`config.mk`:
```
export PLATFORM = sky130hd
export DESIGN_NAME = water_level_sensor_encoder
export DESIGN_NICKNAME = d
export VERILOG_FILES = /design/src/rtl/water_level_pkg.sv /design/src/rtl/tick_prescaler.sv /design/src/rtl/water_level_sensor_encoder.sv
export SDC_FILE = /design/constraint.sdc
export NUM_CORES = 1
export LEC_CHECK = 0
export CAP_MARGIN = 20
export CORE_MARGIN = 2
export CORE_UTILIZATION = 45
export DETAILED_ROUTE_END_ITERATION = 8
export GPL_TIMING_DRIVEN = 0
export PLACE_DENSITY = 0.77
export SYNTH_ARGS = -nofsm -noshare
export SYNTH_HDL_FRONTEND = slang
export SYNTH_SLANG_ARGS = --single-unit
```
`constraint.sdc`:
```
create_clock -name clk -period 1.9 [get_ports clk]
set_clock_uncertainty 0.05 [all_clocks]
set_input_delay 0.285 -clock clk [delete_from_list [all_inputs] [get_ports clk]]
set_output_delay 0.285 -clock clk [all_outputs]
set_load 0.05 [all_outputs]
```
`src/rtl/water_level_pkg.sv`:
```
// rtl/water_level_pkg.sv - level codes, probe patterns and FSM states for the tank probe encoder
package water_level_pkg;

  localparam logic [1:0] LVL_CRITICAL = 2'b00;
  localparam logic [1:0] LVL_LOW      = 2'b01;
  localparam logic [1:0] LVL_MID      = 2'b10;
  localparam logic [1:0] LVL_HIGH     = 2'b11;

  localparam logic [2:0] PAT_CRITICAL = 3'b000;
  localparam logic [2:0] PAT_LOW      = 3'b001;
  localparam logic [2:0] PAT_MID      = 3'b011;
  localparam logic [2:0] PAT_HIGH     = 3'b111;

  typedef enum logic [1:0] {ST_INIT, ST_TRACK, ST_FAULT} state_t;

  // Water wets probes bottom-up, so only thermometer-coded patterns are physical.
  function automatic logic pat_plausible(input logic [2:0] p);
    return (p == PAT_CRITICAL) || (p == PAT_LOW) || (p == PAT_MID) || (p == PAT_HIGH);
  endfunction

  function automatic logic [1:0] pat_code(input logic [2:0] p);
    case (p)
      PAT_LOW:  return LVL_LOW;
      PAT_MID:  return LVL_MID;
      PAT_HIGH: return LVL_HIGH;
      default:  return LVL_CRITICAL;
    endcase
  endfunction

endpackage

```
`src/rtl/tick_prescaler.sv`:
```
// rtl/tick_prescaler.sv - free-running divider emitting a one-cycle tick every CLK_DIV clocks
module tick_prescaler #(
  parameter int CLK_DIV = 50000
) (
  input  logic clk,
  input  logic rst_n,
  output logic tick
);

  localparam int CW = (CLK_DIV > 1) ? $clog2(CLK_DIV) : 1;
  localparam logic [CW-1:0] CNT_LAST = CW'(CLK_DIV - 1);

  logic [CW-1:0] cnt_q, cnt_d;

  always_comb begin
    cnt_d = cnt_q + CW'(1);
    tick  = 1'b0;
    if (cnt_q == CNT_LAST) begin
      cnt_d = '0;
      tick  = 1'b1;
    end
  end

  always_ff @(posedge clk or negedge rst_n) begin
    if (!rst_n) cnt_q <= '0;
    else        cnt_q <= cnt_d;
  end

endmodule

```
`src/rtl/water_level_sensor_encoder.sv`:
```
// rtl/water_level_sensor_encoder.sv - synchronises, debounces and validates three tank probes into a level code
module water_level_sensor_encoder
  import water_level_pkg::*;
#(
  parameter int CLK_DIV  = 50000,
  parameter int DEBOUNCE = 8
) (
  input  logic       clk,
  input  logic       rst_n,
  input  logic [2:0] probes,
  output logic [1:0] level,
  output logic       level_valid,
  output logic       sensor_fault,
  output logic       level_changed
);

  localparam int DW = (DEBOUNCE > 1) ? $clog2(DEBOUNCE) : 1;
  localparam logic [DW-1:0] STABLE_LAST = DW'(DEBOUNCE - 1);

  logic          tick;
  logic [2:0]    sync1_q, sync2_q;
  logic [2:0]    cand_q, cand_d;
  logic [DW-1:0] stable_q, stable_d;
  logic          qualify;
  state_t        state_q, state_d;
  logic [1:0]    level_q, level_d;
  logic          valid_q, valid_d;
  logic          fault_q, fault_d;
  logic          changed_q, changed_d;

  tick_prescaler #(.CLK_DIV(CLK_DIV)) u_prescaler (
    .clk   (clk),
    .rst_n (rst_n),
    .tick  (tick)
  );

  // Stable count saturates at STABLE_LAST so a held pattern qualifies only once.
  always_comb begin
    cand_d   = cand_q;
    stable_d = stable_q;
    qualify  = 1'b0;
    if (tick) begin
      if (sync2_q != cand_q) begin
        cand_d   = sync2_q;
        stable_d = '0;
        qualify  = (DEBOUNCE == 1);
      end else if (stable_q != STABLE_LAST) begin
        stable_d = stable_q + DW'(1);
        qualify  = (stable_d == STABLE_LAST);
      end
    end
  end

  // On qualify the synchronised pattern equals the candidate, whichever branch fired.
  always_comb begin
    state_d   = state_q;
    level_d   = level_q;
    valid_d   = valid_q;
    fault_d   = fault_q;
    changed_d = 1'b0;
    if (qualify) begin
      if (pat_plausible(sync2_q)) begin
        state_d   = ST_TRACK;
        level_d   = pat_code(sync2_q);
        valid_d   = 1'b1;
        fault_d   = 1'b0;
        changed_d = (state_q != ST_TRACK) || (pat_code(sync2_q) != level_q);
      end else begin
        state_d   = ST_FAULT;
        valid_d   = 1'b0;
        fault_d   = 1'b1;
        changed_d = (state_q == ST_TRACK);
      end
    end
  end

  always_ff @(posedge clk or negedge rst_n) begin
    if (!rst_n) begin
      sync1_q   <= 3'b000;
      sync2_q   <= 3'b000;
      cand_q    <= 3'b000;
      stable_q  <= '0;
      state_q   <= ST_INIT;
      level_q   <= LVL_CRITICAL;
      valid_q   <= 1'b0;
      fault_q   <= 1'b0;
      changed_q <= 1'b0;
    end else begin
      sync1_q   <= probes;
      sync2_q   <= sync1_q;
      cand_q    <= cand_d;
      stable_q  <= stable_d;
      state_q   <= state_d;
      level_q   <= level_d;
      valid_q   <= valid_d;
      fault_q   <= fault_d;
      changed_q <= changed_d;
    end
  end

  assign level         = level_q;
  assign level_valid   = valid_q;
  assign sensor_fault  = fault_q;
  assign level_changed = changed_q;

endmodule
```
# Word-level counts from Yosys, hierarchy flattened
# Index checks and enable logic that the tools add are counted.
# classes
n_reduce_logical,9
muxes,15
eq_ne,10
addsub,2
# op_table
op,count
"16-bit by 1-bit adder with 16-bit output, second input constant",1
"16-bit equality test, second input constant",1
16-bit 2-to-1 mux,1
1-bit 2-to-1 mux,8
"3-bit equality test, second input constant",2
2-bit 2-to-1 mux,3
3-bit 2-to-1 mux,2
2-bit case mux with 3 select lines,1
2-bit AND reduction,3
1-bit logical OR,4
"3-bit by 1-bit adder with 3-bit output, second input constant",1
"3-bit by 1-bit equality test with 1-bit output, second input constant",1
"3-bit by 2-bit equality test with 1-bit output, second input constant",1
3-bit logical NOT,1
3-bit != test,1
"3-bit != test, second input constant",1
"2-bit by 1-bit equality test with 1-bit output, second input constant",1
"2-bit by 1-bit != test with 1-bit output, second input constant",1
2-bit != test,1
2-bit nonzero test,1
# word_totals
wordCells,46
output_inout_bits,5
register_bits,35
inputBits,5

# Logic depth before layout (Yosys ltp)
# Gate-level depths: netlist of run 1.
# depth
ltp_word,10
ltp_mapped,7
depth_no_buf,6

# Hierarchy
# A second synthesis of run 1 with hierarchy kept.
# hier_totals
hier_cells,133
hier_area_um2,1569.0
# by_module_without_submodules
mod,n_inst,area_per_inst_um2,cells_each,seq_area_each_um2
water_level_sensor_encoder,1,807.0,66,425.4
tick_prescaler,1,762.0,67,400.4

# Worst setup path after synthesis of run 1
# Ideal clock, no wire load.
# synth_timing
path_kind,reg-to-reg
startpoint,register stable_q[1]
endpoint,register state_q[1]
period_less_slack_ns,1.998
setup_time_ns,0.125
n_path_buf,1
path_stages_with_launch,8
required_ns,1.725
setup_slack_ns,-0.098
arrival_ns,1.823
path_cell_list,dfrtp_1 -> ha_1 -> ha_1 -> nand3b_1 -> nor4_2 -> and2_4 -> buf_6 -> mux2_4
# synth_between
elab_chain_cells,5
# synth_rtl
item,line_no,text
start: declaration,water_level_sensor_encoder.sv:23,"logic [DW-1:0] stable_q, stable_d;"
start signal: assignment,water_level_sensor_encoder.sv:92,stable_q <= stable_d;
3-bit by 1-bit adder with 3-bit output,water_level_sensor_encoder.sv:48,stable_d = stable_q + DW'(1);
3-bit equality test,water_level_sensor_encoder.sv:49,qualify = (stable_d == STABLE_LAST);
1-bit 2-to-1 mux (*),water_level_sensor_encoder.sv:47,end else if (stable_q != STABLE_LAST) begin
1-bit 2-to-1 mux (*),water_level_sensor_encoder.sv:43,if (sync2_q != cand_q) begin
1-bit 2-to-1 mux (*),water_level_sensor_encoder.sv:42,if (tick) begin
end signal: assignment,water_level_sensor_encoder.sv:93,state_q <= state_d;
end: declaration,water_level_sensor_encoder.sv:25,"state_t state_q, state_d;"
# Every way passes the cells marked *; elsewhere a longest branch is shown, timed or not.
# A chain may end at the register's enable or synchronous reset.

# Worst setup path after layout of run 1
# layout_timing
startpoint,register stable_q[0]
endpoint,register state_q[1]
# The elaborated chain is that of the path after synthesis.

==> metrics.md, run 1 <==
| Metric | Value |
|---|---|
| Yosys top cell by area | `sky130_fd_sc_hd__dfrtp_1` |
| Final routed wirelength across all metal layers | `2860 µm` |
| Number of global-route vias before repair | `1166` |
| DRC violation total after the first TritonRoute iteration | `18` |
| LEAKAGE | `0.881 nW` |
| Clock tree from TritonCTS | `done` |
| Number of unique standard cell types used by synthesis | `41` |
| Fraction of synthesis flops using an asynchronous set or reset pin | `between 90% and 100%` |
| Final period demand of the worst path | `1.85 ns` |
| Run status | `complete, no violations` |
| Clk Latency, worst-skew pair | `0.34 ns` |
| Antenna-violating nets left | `0` |
| Critical path origin | `stable_q[0]$_DFFE_PN0P_` |
| Net switching power figure | `about 0.00030 W` |
| Total iterations of the first detailed-routing run | `4` |
| Wire length per cell | `14.2 µm` |
| Most common flop cell mapped by yosys | `sky130_fd_sc_hd__dfrtp_1` |
| Wire length of the first global-routing pass | `roughly 5100 µm` |
| Flop and latch count out of synthesis | `33` |
| Synthesis warning total | `0` |
| Row cnt | `21` |
| Fraction of the yosys area taken by sequential cells | `between 50% and 60%` |
| Area fraction of the dominant cell type after synthesis | `52.6%` |
| Num ports | `10` |
| Ratio of cells with drive above 1 in the final layout | `21.3%` |
| CP Data Arrival Time | `2.04 ns` |
| CORE AREA | `0.00334 mm²` |
| FF-to-FF path depth | `6` |
| Worst Tran Pin Value | `0.761 ns` |
| Routed vias/inst | `5.38` |
| Startpoint of the worst hold path | `sync1_q[0]$_DFF_PN0_` |
| Clock sink total | `33` |
| Syn Area/Cell | `11.8 µm²` |
| Count of antenna diodes in the layout | `0` |
| Number of buffers between clock root and the deepest sink | `2` |
| Hold violation count in the final report | `0` |
| Number of enable-type register cells in the synthesized netlist | `0` |
| Count leader, synth | `sky130_fd_sc_hd__dfrtp_1` |
| Routability cong. | `0.805` |
| Die area | `0.00398 mm²` |
| CTS H-tree depth | `2` |
| Nets | `163` |
| Fmax | `0.540 GHz` |
| Post-placement cell count | `between 150 and 200` |
| Largest net degree at the start of global routing | `20` |
| Post-route fraction of the period consumed by the critical path | `97.5%` |
| Part of the total power dissipated in sequential elements | `between 60% and 70%` |
| Cts bufs inserted | `5` |
| Post-Syn Instances | `approximately 130` |
| Design internal power | `0.000875 W` |
| Switching portion of total power | `approximately 25%` |
| Required time at the worst-slack endpoint | `about 2.1 ns` |
| Clock-pin transition on the worst setup and hold timing paths | `approximately 0.11 ns` |
| Total power | `0.00117 W` |
| Detailed-placement wirelength estimate | `a little over 2000 µm` |
| Root buffer selected by CTS | `sky130_fd_sc_hd__clkbuf_4` |
| Type of the worst min-delay path | `register to register` |
| Starting density of the core | `47.0%` |
| Max rail drop VDD | `between 0.3 and 0.4 mV` |
| Post-synth top cells | `33 x sky130_fd_sc_hd__dfrtp_1, 11 x sky130_fd_sc_hd__nor2_1, 11 x sky130_fd_sc_hd__xor2_1` |
| Category of the critical setup timing path | `register to register` |
| Via Count | `about 1100` |
| Number of maximum-capacitance constraint violations | `0` |
| Synthesized netlist net count | `142` |
| Total power per unit cell area | `628 mW/mm²` |
| Global Route Usage Sum | `16.4%` |
| Synthesis-to-layout area growth | `18.7%` |
| WHS Path Cells | `0` |
| Register-to-register setup slack | `0.05 ns` |
| Worst rel slew slack | `roughly half` |
| Setup crit end kind | `register` |
| Final routed DRC violation total | `0` |
| Number of non-filler instances in the completed layout | `201` |
| Comb power frac | `4.9%` |
| Max-slew violation count | `0` |
| Top post-synthesis cells by area | `sky130_fd_sc_hd__dfrtp_1 53%, sky130_fd_sc_hd__xor2_1 6.1%, sky130_fd_sc_hd__xnor2_1 3.3%` |
| Reg2reg start | `stable_q[0]$_DFFE_PN0P_` |
| Remaining Overflow, GRT | `0` |
| Die extent in y | `63.1 µm` |
| Endpoints failing setup | `0` |
| Synth Cell Area | `0.00157 mm²` |
| Count of input and output buffers | `9` |
| Die width | `63.1 µm` |
| Part of the power in the clock network | `approximately a third` |
| Category of the worst setup path launch point | `register` |
| Max Fanout on Critical Path | `3` |
| Initial antenna violation count | `0` |
[placed cells by master, fill, tap and decap left out, types with 3 or more instances in the layout]
cell type                         count
sky130_fd_sc_hd__buf_4                5
sky130_fd_sc_hd__buf_6                3
sky130_fd_sc_hd__clkbuf_4             5
sky130_fd_sc_hd__clkdlybuf4s50_1      5
sky130_fd_sc_hd__clkinvlp_4           3
sky130_fd_sc_hd__dfrtp_1             33
sky130_fd_sc_hd__inv_1                7
sky130_fd_sc_hd__mux2_2               4
sky130_fd_sc_hd__nand2_1              4
sky130_fd_sc_hd__nand3_1              6
sky130_fd_sc_hd__nor2_1              11
sky130_fd_sc_hd__xnor2_1              6
sky130_fd_sc_hd__xor2_1              11
[logic make-up (layout without fill, tap and decap cells)]
group / count (synthesis) / in the layout / share of synthesized area [%]
buffers and inverters: 13 / 35 / 5.18
XOR/XNOR: 17 / 17 / 9.49
adder cells (fa/ha/maj): 4 / 4 / 3.19
AO/OA/AOI/OAI: 14 / 14 / 7.26
multiplexers: 7 / 7 / 5.10
AND/OR/NAND/NOR: 45 / 45 / 17.1
flip-flops: 33 / 33 / 52.6
[critical path, stage by stage, from the launching register on]
cell and delay [ns]:
sky130_fd_sc_hd__dfrtp_1 0.41, sky130_fd_sc_hd__ha_2 0.21, sky130_fd_sc_hd__ha_4 0.27, sky130_fd_sc_hd__nand3b_1 0.14
sky130_fd_sc_hd__nor4_4 0.19, sky130_fd_sc_hd__and2_4 0.20, sky130_fd_sc_hd__mux2_4 0.29
[layer usage]
metal | up-vias | routed length [µm] | GRT usage (%)
li1 | 508 | - | -
met1 | 545 | 1200 | 18.8
met2 | 19 | 1490 | 28.2
met3 | 10 | 81 | 3.93
met4 | 0 | 79 | 8.89
met5 | - | 0 | 0
[stage by stage]
step | hold slack, ns | util, % | setup TNS, ns | area, µm² | setup WS [ns]
6_report | 0.311 | 55.8 | 0 | 1860 | 0.0472
5_1_grt | 0.315 | 55.8 | -0.00215 | 1860 | -0.00215
4_1_cts | 0.309 | 54.8 | -0.0381 | 1830 | -0.0381
3_5_place_dp | 0.287 | 52.3 | -0.144 | 1740 | -0.144
3_3_place_gp | 0.282 | 51.4 | -2.96 | 1720 | -0.0886
2_1_floorplan | -0.0606 | - | 0 | 1570 | 0.0326
[cell type report]
type / instances / area (µm²)
buffer: 5 / 43.8
clock buffer: 5 / 37.5
clock inverter: 3 / 22.5
fill: 289 / 1470
inverter: 7 / 26.3
multi-input combinational: 87 / 692
sequential: 33 / 826
tap: 46 / 57.6
timing repair buffer: 15 / 158
[state kept, by name, summed over array words and instances (netlist names)]
name and flops:
sync1_q 3, state_q 2, u_prescaler.cnt_q 16, stable_q 3
level 2, level_changed 1, sync2_q 3, cand_q 3
[power groups by stage]
stage               Combinational [W]  Sequential (W)  Clock (W)
CTS                         0.0000584        0.000710   0.000412
global route                0.0000645        0.000711   0.000444
finish                      0.0000570        0.000710   0.000403
global placement            0.0000473        0.000724          0
detailed placement          0.0000571        0.000724          0
floorplan                   0.0000237        0.000723          0
[timing repair]
| action | in CTS | in global routing |
|---|---|---|
| gates resized for setup | 6 | 5 |
| hold buffers | 0 | 0 |
| pin swaps | 4 | 4 |
| cloned | 0 | 0 |
| setup endpoints to repair | 4 | 4 |
| buffers inserted | 2 | 3 |
[worst paths after layout]
kind	end
setup / recovery	state_q[1]$_DFFE_PN0P_
hold / removal	sync2_q[0]$_DFF_PN0_
setup reg to reg	state_q[1]$_DFFE_PN0P_
hold reg to reg	sync2_q[0]$_DFF_PN0_
max in group asynchronous	u_prescaler.cnt_q[10]$_DFF_PN0_
min in group asynchronous	cand_q[0]$_DFFE_PN0P_
Note: power is estimated with default switching activity, not from simulation.
==> inputs of run 2 (changes only) <==
Settings changed: CTS_CLUSTER_DIAMETER from default to 200, PLACE_DENSITY 0.77 to 0.74.
Clock period 1.9 ns to 2.2 ns, I/O delays scaled along.
==> run 2 against run 1 <==
Compared with the run above: global-route usage is 0.41 points lower; critical path depth is 5 lower; wire length is 6.3% lower; largest cell class unchanged; clock power is 18% higher; hold slack better by 0.00053 ns; design area is 2.4% lower; first-iteration DRC count is 61% higher; die area stayed put; register-to-register slack better by 0.17 ns; total power is 3.2% lower; final cell count is 2.0% lower; utilization is 1.3 points lower.
==> metrics.md, run 2 (synthesis gave the netlist of run 1 again) <==
| Metric | Value |
|---|---|
| Max Fanout on Critical Path | `6 (+3)` |
| Clock sink total | `33 (unchanged)` |
| Post-route fraction of the period consumed by the critical path | `91.7%` |
| Endpoint, Worst Hold | `sync2_q[1]$_DFF_PN0_` |
| Remaining Overflow, GRT | `0 (unchanged)` |
| Max rail drop VDD | `0.438 mV (+13%)` |
| Setup TNS Final | `0 ns (unchanged)` |
| Nets | `159 (-2.5%)` |
| Most flops, register | `u_prescaler.cnt_q` |
| Final routed wirelength across all metal layers | `2680 µm (-6.3%)` |
| Fmax | `slightly below 0.5 GHz` |
| Ratio of cells with drive above 1 in the final layout | `16.6% (-4.7 points)` |
| Type of the worst min-delay path | `register to register` |
| Number of buffers between clock root and the deepest sink | `2 (unchanged)` |
| Routability cong. | `0.876 (+8.7%)` |
| Row cnt | `21 (unchanged)` |
| Total iterations of the first detailed-routing run | `4 (unchanged)` |
| CORE AREA | `0.00334 mm² (unchanged)` |
| Global routing's busiest layer | `met2` |
| Count of antenna diodes in the layout | `0 (unchanged)` |
| Instance area after placement | `0.00171 mm² (-1.9%)` |
| Filler Cells Inserted | `291 (+0.69%)` |
| Cts bufs inserted | `5 (unchanged)` |
| Initial antenna violation count | `0 (unchanged)` |
| Die width | `63.1 µm (unchanged)` |
| CP Data Arrival Time | `1.64 ns (-0.40 ns)` |
| Count of input and output buffers | `9 (unchanged)` |
| Setup crit end kind | `output pin` |
| Number of non-filler instances in the completed layout | `197 (-2.0%)` |
| Final routed DRC violation total | `0 (unchanged)` |
| Register-to-register setup slack | `0.22 ns (+0.17 ns)` |
| Slowest library cell on the worst path | `sky130_fd_sc_hd__clkdlybuf4s50_1` |
| WHS Path Cells | `0 (unchanged)` |
| Worst Tran Pin Value | `0.707 ns (-0.0545 ns)` |
| CP max stage delay | `0.84 ns (+0.43 ns)` |
| Synthesis-to-layout area growth | `15.9%` |
| Wire length of the first global-routing pass | `4910 µm (-2.9%)` |
| DRC violation total after the first TritonRoute iteration | `29 (+11)` |
| Root buffer selected by CTS | `sky130_fd_sc_hd__clkbuf_4` |
| Multi-input gate area | `671 µm² (-3.1%)` |
| Clock-pin transition on the worst setup and hold timing paths | `0.10 ns (about the same)` |
| Wire length per cell | `13.6 µm (-4.4%)` |
| Total area of sequential cells | `826 µm² (unchanged)` |
| Clk Latency, worst-skew pair | `0.34 ns (about the same)` |
| Crit-path leading delay family | `buffers and inverters` |
| LEAKAGE | `0.828 nW (-6.0%)` |
| Detailed-placement wirelength estimate | `1960 µm (-2.7%)` |
| CTS H-tree depth | `2 (unchanged)` |
| Max FFs per register | `16 (unchanged)` |
| List of cells traversed by the critical path | `clkdlybuf4s50_1` |
| Final setup margin | `0.182 ns (+0.135 ns)` |
| Met3 track utilization from global routing | `5.36% (+1.4 points)` |
| Hold violation count in the final report | `0 (unchanged)` |
| Starting density of the core | `47.0% (unchanged)` |
| Routed vias/inst | `5.27 (-2.1%)` |
| Total power per unit cell area | `623 mW/mm² (-0.85%)` |
| Place WS | `0.0570 ns (+0.201 ns)` |
| Post-placement cell count | `188 (-0.53%)` |
| Leading cell types in the layout, fill and taps excluded | `33 x sky130_fd_sc_hd__dfrtp_1, 11 x sky130_fd_sc_hd__xor2_1, 11 x sky130_fd_sc_hd__nor2_1` |
| Via Count | `1038 (-4.1%)` |
| Clock tree from TritonCTS | `done` |
| Reg2reg start | `stable_q[1]$_DFFE_PN0P_` |
| Die area | `0.00398 mm² (unchanged)` |
| Endpoints failing setup | `0 (unchanged)` |
| Global Route Usage Sum | `16.0% (-0.41 points)` |
| Num ports | `10 (unchanged)` |
| Max-slew violation count | `0 (unchanged)` |
| Category of the worst setup path launch point | `register` |
| FF-to-FF path depth | `7 (+1)` |
| Run status | `complete, no violations` |
| RSZ-0062 raised after global routing | `false` |
| Largest net degree at the start of global routing | `34 (+70%)` |
| Startpoint of the worst hold path | `sync1_q[1]$_DFF_PN0_` |
| GR Layer Usage met1 | `17.0% (-1.8 points)` |
| Reg-to-Reg End | `state_q[1]$_DFFE_PN0P_` |
| Required time at the worst-slack endpoint | `1.82 ns (-0.27 ns)` |
| Met2 usage in global routing | `29.3% (+1.1 points)` |
| Finished layout cell area | `0.00182 mm² (-2.4%)` |
| Worst path bufs/invs | `1 (+1)` |
| Most common cell after layout, fill and taps aside | `sky130_fd_sc_hd__dfrtp_1` |
| Number of maximum-capacitance constraint violations | `0 (unchanged)` |
| Die extent in y | `63.1 µm (unchanged)` |
| Final period demand of the worst path | `just over 2 ns` |
| Antenna-violating nets left | `0 (unchanged)` |
| Worst rel slew slack | `52.9% (+3.8 points)` |
| Category of the critical setup timing path | `register to output pin` |
| Number of global-route vias before repair | `1136 (-2.6%)` |
==> run 2: cell types whose count changed in the layout (fill, tap and decap cells not counted), sizes merged <==
cell | before | now
clkbuf | 5 | 6
clkdlybuf4s50 | 5 | 8
clkinvlp | 3 | 1
buf | 11 | 7
dlygate4sd3 | 0 | 1
dlygate4sd2 | 2 | 0
dlymetal6s2s | 2 | 0
bufinv | 0 | 1
==> run 2: per-stage QoR <==
step	util (%)	hold WS (ns)	power, W
after floorplan	-	-0.0156	0.000645
after global placement	51.4	0.284	0.000666
after detailed placement	51.3	0.289	0.000667
after CTS	54.3	0.313	0.00114
after global routing	54.5	0.323	0.00118
final	54.5	0.312	0.00113
==> run 2: repair_timing <==
| action | in CTS | in global routing |
|---|---|---|
| hold endpoints to repair | 20 | 0 |
| setup buffers | 0 | 0 |
| hold buffers | 1 | 0 |
| gates resized for setup | 0 | 1 |
| endpoints found under the setup margin | 0 | 1 |
==> run 2: final cells by class <==
type | instances | share of cell area [%]
multi-input cells | 87 | 36.9
plain buffers | 6 | 3.03
flip-flops and latches | 33 | 45.4
clock inverters | 2 | 2.06
well taps | 46 | 3.16
clock buffers | 6 | 2.82
repair buffers | 10 | 5.23
inverters | 7 | 1.44
==> run 2: metal layers <==
metal,part of all wire [%],up-vias,routed length [µm]
met1,41,503,1100
met2,52,31,1380
met3,5.6,6,151
met4,1.6,0,44
li1,-,498,-
met5,0,-,0
==> run 2: how the worst max path moves through the flow <==
stage,start,to,slack [ns],cells past startpoint
finish,level[1]$_DFFE_PN0P_,level[1],0.18,1
global route,stable_q[1]$_DFFE_PN0P_,state_q[1]$_DFFE_PN0P_,0.12,7
CTS,stable_q[1]$_DFFE_PN0P_,state_q[1]$_DFFE_PN0P_,0.04,7
detailed placement,stable_q[1]$_DFFE_PN0P_,state_q[1]$_DFFE_PN0P_,0.06,7
global placement,stable_q[1]$_DFFE_PN0P_,state_q[1]$_DFFE_PN0P_,0.11,7
floorplan,stable_q[1]$_DFFE_PN0P_,state_q[1]$_DFFE_PN0P_,0.20,7
==> run 2: power by group <==
group | switching (W) | leakage (nW) | internal, W
registers | 0.00000165 | 0.433 | 0.000612
clock network | 0.000206 | 0.0445 | 0.000270
logic | 0.0000277 | 0.351 | 0.0000157
==> inputs of run 3 (changes only) <==
Settings changed: REMOVE_ABC_BUFFERS from default to 1.
==> run 3 against run 2 <==
Compared with the run above: critical path depth grew 5; design area shrank 3.6%; first-iteration DRC count shrank 14%; worst setup slack lost 0.030 ns; clock power shrank 27%; critical path type is now register to register; non-clock buffer count shrank 6; largest power group unchanged; wire length shrank 8.2%; largest cell class unchanged.
==> metrics.md, run 3 (synthesis gave the netlist of run 1 again) <==
| Metric | Value |
|---|---|
| Cts bufs inserted | `5 (unchanged)` |
| Max Fanout on Critical Path | `5 (-1)` |
| Die extent in y | `63.1 µm (unchanged)` |
| Number of non-filler instances in the completed layout | `190 (-3.6%)` |
| WHS Path Cells | `0 (unchanged)` |
| Synthesis-to-layout area growth | `11.8%` |
| Initial antenna violation count | `0 (unchanged)` |
| Most flops, register | `u_prescaler.cnt_q` |
| Wire length of the first global-routing pass | `4610 µm (-6.0%)` |
| Setup crit end kind | `register` |
| Clock tree from TritonCTS | `done` |
| Worst Tran Pin Value | `0.618 ns (-0.0887 ns)` |
| Category of the critical setup timing path | `register to register` |
| Post-placement cell count | `183 (-2.7%)` |
| Max-slew violation count | `0 (unchanged)` |
| Reg-to-Reg End | `state_q[1]$_DFFE_PN0P_` |
| FF-to-FF path depth | `6 (-1)` |
| Root buffer selected by CTS | `sky130_fd_sc_hd__clkbuf_4` |
| Number of global-route vias before repair | `1098 (-3.3%)` |
| Reg2reg start | `stable_q[1]$_DFFE_PN0P_` |
| Antenna-violating nets left | `0 (unchanged)` |
| Total iterations of the first detailed-routing run | `4 (unchanged)` |
| Count of antenna diodes in the layout | `0 (unchanged)` |
| Max FFs per register | `16 (unchanged)` |
| Max rail drop VDD | `0.448 mV (+2.2%)` |
| Count of input and output buffers | `9 (unchanged)` |
| Type of the worst min-delay path | `register to register` |
| Final routed wirelength across all metal layers | `2460 µm (-8.2%)` |
| Starting density of the core | `47.0% (unchanged)` |
| Post-CTS setup buffers | `0 (unchanged)` |
| Share of the core filled with cells in the final layout | `52.6% (-1.9 points)` |
| Largest net degree at the start of global routing | `23 (-32%)` |
| Clock sink total | `33 (unchanged)` |
| Ratio of cells with drive above 1 in the final layout | `12.5% (-4.1 points)` |
| Row cnt | `21 (unchanged)` |
| Endpoint, Worst Hold | `sync2_q[0]$_DFF_PN0_` |
| Clk Latency, worst-skew pair | `0.33 ns (about the same)` |
| Run status | `complete, no violations` |
| Setup TNS Final | `0 ns (unchanged)` |
| Post-CTS Resized | `0 (unchanged)` |
| Most common cell after layout, fill and taps aside | `sky130_fd_sc_hd__dfrtp_1` |
| LEAKAGE | `0.791 nW (-4.5%)` |
| Final period demand of the worst path | `2.05 ns (+0.0300 ns)` |
| Total power | `0.00100 W (-11%)` |
| Routability cong. | `0.728 (-17%)` |
| Die area | `0.00398 mm² (unchanged)` |
| Post-route fraction of the period consumed by the critical path | `93.1% (+1.4 points)` |
| Clock-pin transition on the worst setup and hold timing paths | `0.10 ns (about the same)` |
| CORE AREA | `0.00334 mm² (unchanged)` |
| Detailed-placement wirelength estimate | `1790 µm (-8.5%)` |
| RSZ-0062 raised after global routing | `false` |
| CTS H-tree depth | `2 (unchanged)` |
| Final routed DRC violation total | `0 (unchanged)` |
| Total power per unit cell area | `573 mW/mm² (-8.0%)` |
| Via Count | `995 (-4.1%)` |
| Category of the worst setup path launch point | `register` |
| Nets | `153 (-3.8%)` |
| Routed vias/inst | `5.24 (-0.61%)` |
| Worst rel slew slack | `58.7% (+5.8 points)` |
| Number of maximum-capacitance constraint violations | `0 (unchanged)` |
| Hold violation count in the final report | `0 (unchanged)` |
| Fmax | `0.488 GHz (-1.5%)` |
| Num ports | `10 (unchanged)` |
| Number of buffers between clock root and the deepest sink | `2 (unchanged)` |
| Number of hold buffers added after CTS | `0 (-1)` |
| Required time at the worst-slack endpoint | `2.37 ns (+0.55 ns)` |
| Global Route Usage Sum | `14.8% (-1.2 points)` |
| Remaining Overflow, GRT | `0 (unchanged)` |
| Leading cell types in the layout, fill and taps excluded | `33 x sky130_fd_sc_hd__dfrtp_1, 11 x sky130_fd_sc_hd__xor2_1, 11 x sky130_fd_sc_hd__nor2_1` |
| Die width | `63.1 µm (unchanged)` |
| Startpoint of the worst hold path | `sync1_q[0]$_DFF_PN0_` |
| Wire length per cell | `12.9 µm (-4.8%)` |
| DRC violation total after the first TritonRoute iteration | `25 (-14%)` |
| Register-to-register setup slack | `0.15 ns (-0.07 ns)` |
| Endpoints failing setup | `0 (unchanged)` |
| CP Data Arrival Time | `2.22 ns (+0.58 ns)` |
==> run 3: per-stage QoR <==
| step | cell area (µm²) | hold WS, ns | setup slack (ns) |
|---|---|---|---|
| final | 1750 | 0.308 | 0.152 |
| after global routing | 1750 | 0.316 | 0.0112 |
| after CTS | 1740 | 0.307 | 0.0169 |
| after detailed placement | 1690 | 0.286 | 0.0301 |
| after global placement | 1660 | 0.285 | 0.0783 |
| after floorplan | 1510 | -0.0156 | 0.262 |
==> run 3: worst max-delay path by stage <==
stage | end | cells after the start | from
2_1_floorplan | state_q[1]$_DFFE_PN0P_ | 6 | stable_q[1]$_DFFE_PN0P_
3_3_place_gp | state_q[1]$_DFFE_PN0P_ | 5 | u_prescaler.cnt_q[0]$_DFF_PN0_
3_5_place_dp | state_q[1]$_DFFE_PN0P_ | 5 | u_prescaler.cnt_q[0]$_DFF_PN0_
4_1_cts | state_q[1]$_DFFE_PN0P_ | 5 | u_prescaler.cnt_q[0]$_DFF_PN0_
5_1_grt | state_q[1]$_DFFE_PN0P_ | 6 | stable_q[1]$_DFFE_PN0P_
6_report | state_q[1]$_DFFE_PN0P_ | 6 | stable_q[1]$_DFFE_PN0P_
==> run 3: final cells by class <==
class	count	area [µm²]
sequential	33	826
tap	46	57.6
multi-input combinational	87	672
inverter	7	26.3
clock buffer	7	55.1
fill	280	1580
timing repair buffer	10	118
==> run 3: worst max-delay path, stage by stage, from the launching register on <==
cell	delay (ns)
sky130_fd_sc_hd__dfrtp_1	0.42
sky130_fd_sc_hd__ha_1	0.20
sky130_fd_sc_hd__ha_1	0.21
sky130_fd_sc_hd__nand3b_1	0.21
sky130_fd_sc_hd__nor4_4	0.33
sky130_fd_sc_hd__and2_4	0.23
sky130_fd_sc_hd__mux2_4	0.30
==> run 3: metal layers <==
layer | part of all wire [%] | GRT usage [%] | wire (µm) | vias up
met5 | 0 | 0 | 0 | -
met4 | 2.1 | 8.33 | 52 | 0
met3 | 3.3 | 4.11 | 80 | 7
met2 | 48 | 25.1 | 1190 | 17
met1 | 46 | 16.6 | 1140 | 482
li1 | - | - | - | 489
==> run 3: where the power goes <==
part,leakage (nW),switching (W),internal [W]
Clock,0.0314,0.000195,0.000151
Sequential,0.433,0.00000796,0.000612
Combinational,0.327,0.0000217,0.0000173
Total,0.791,0.000225,0.000780
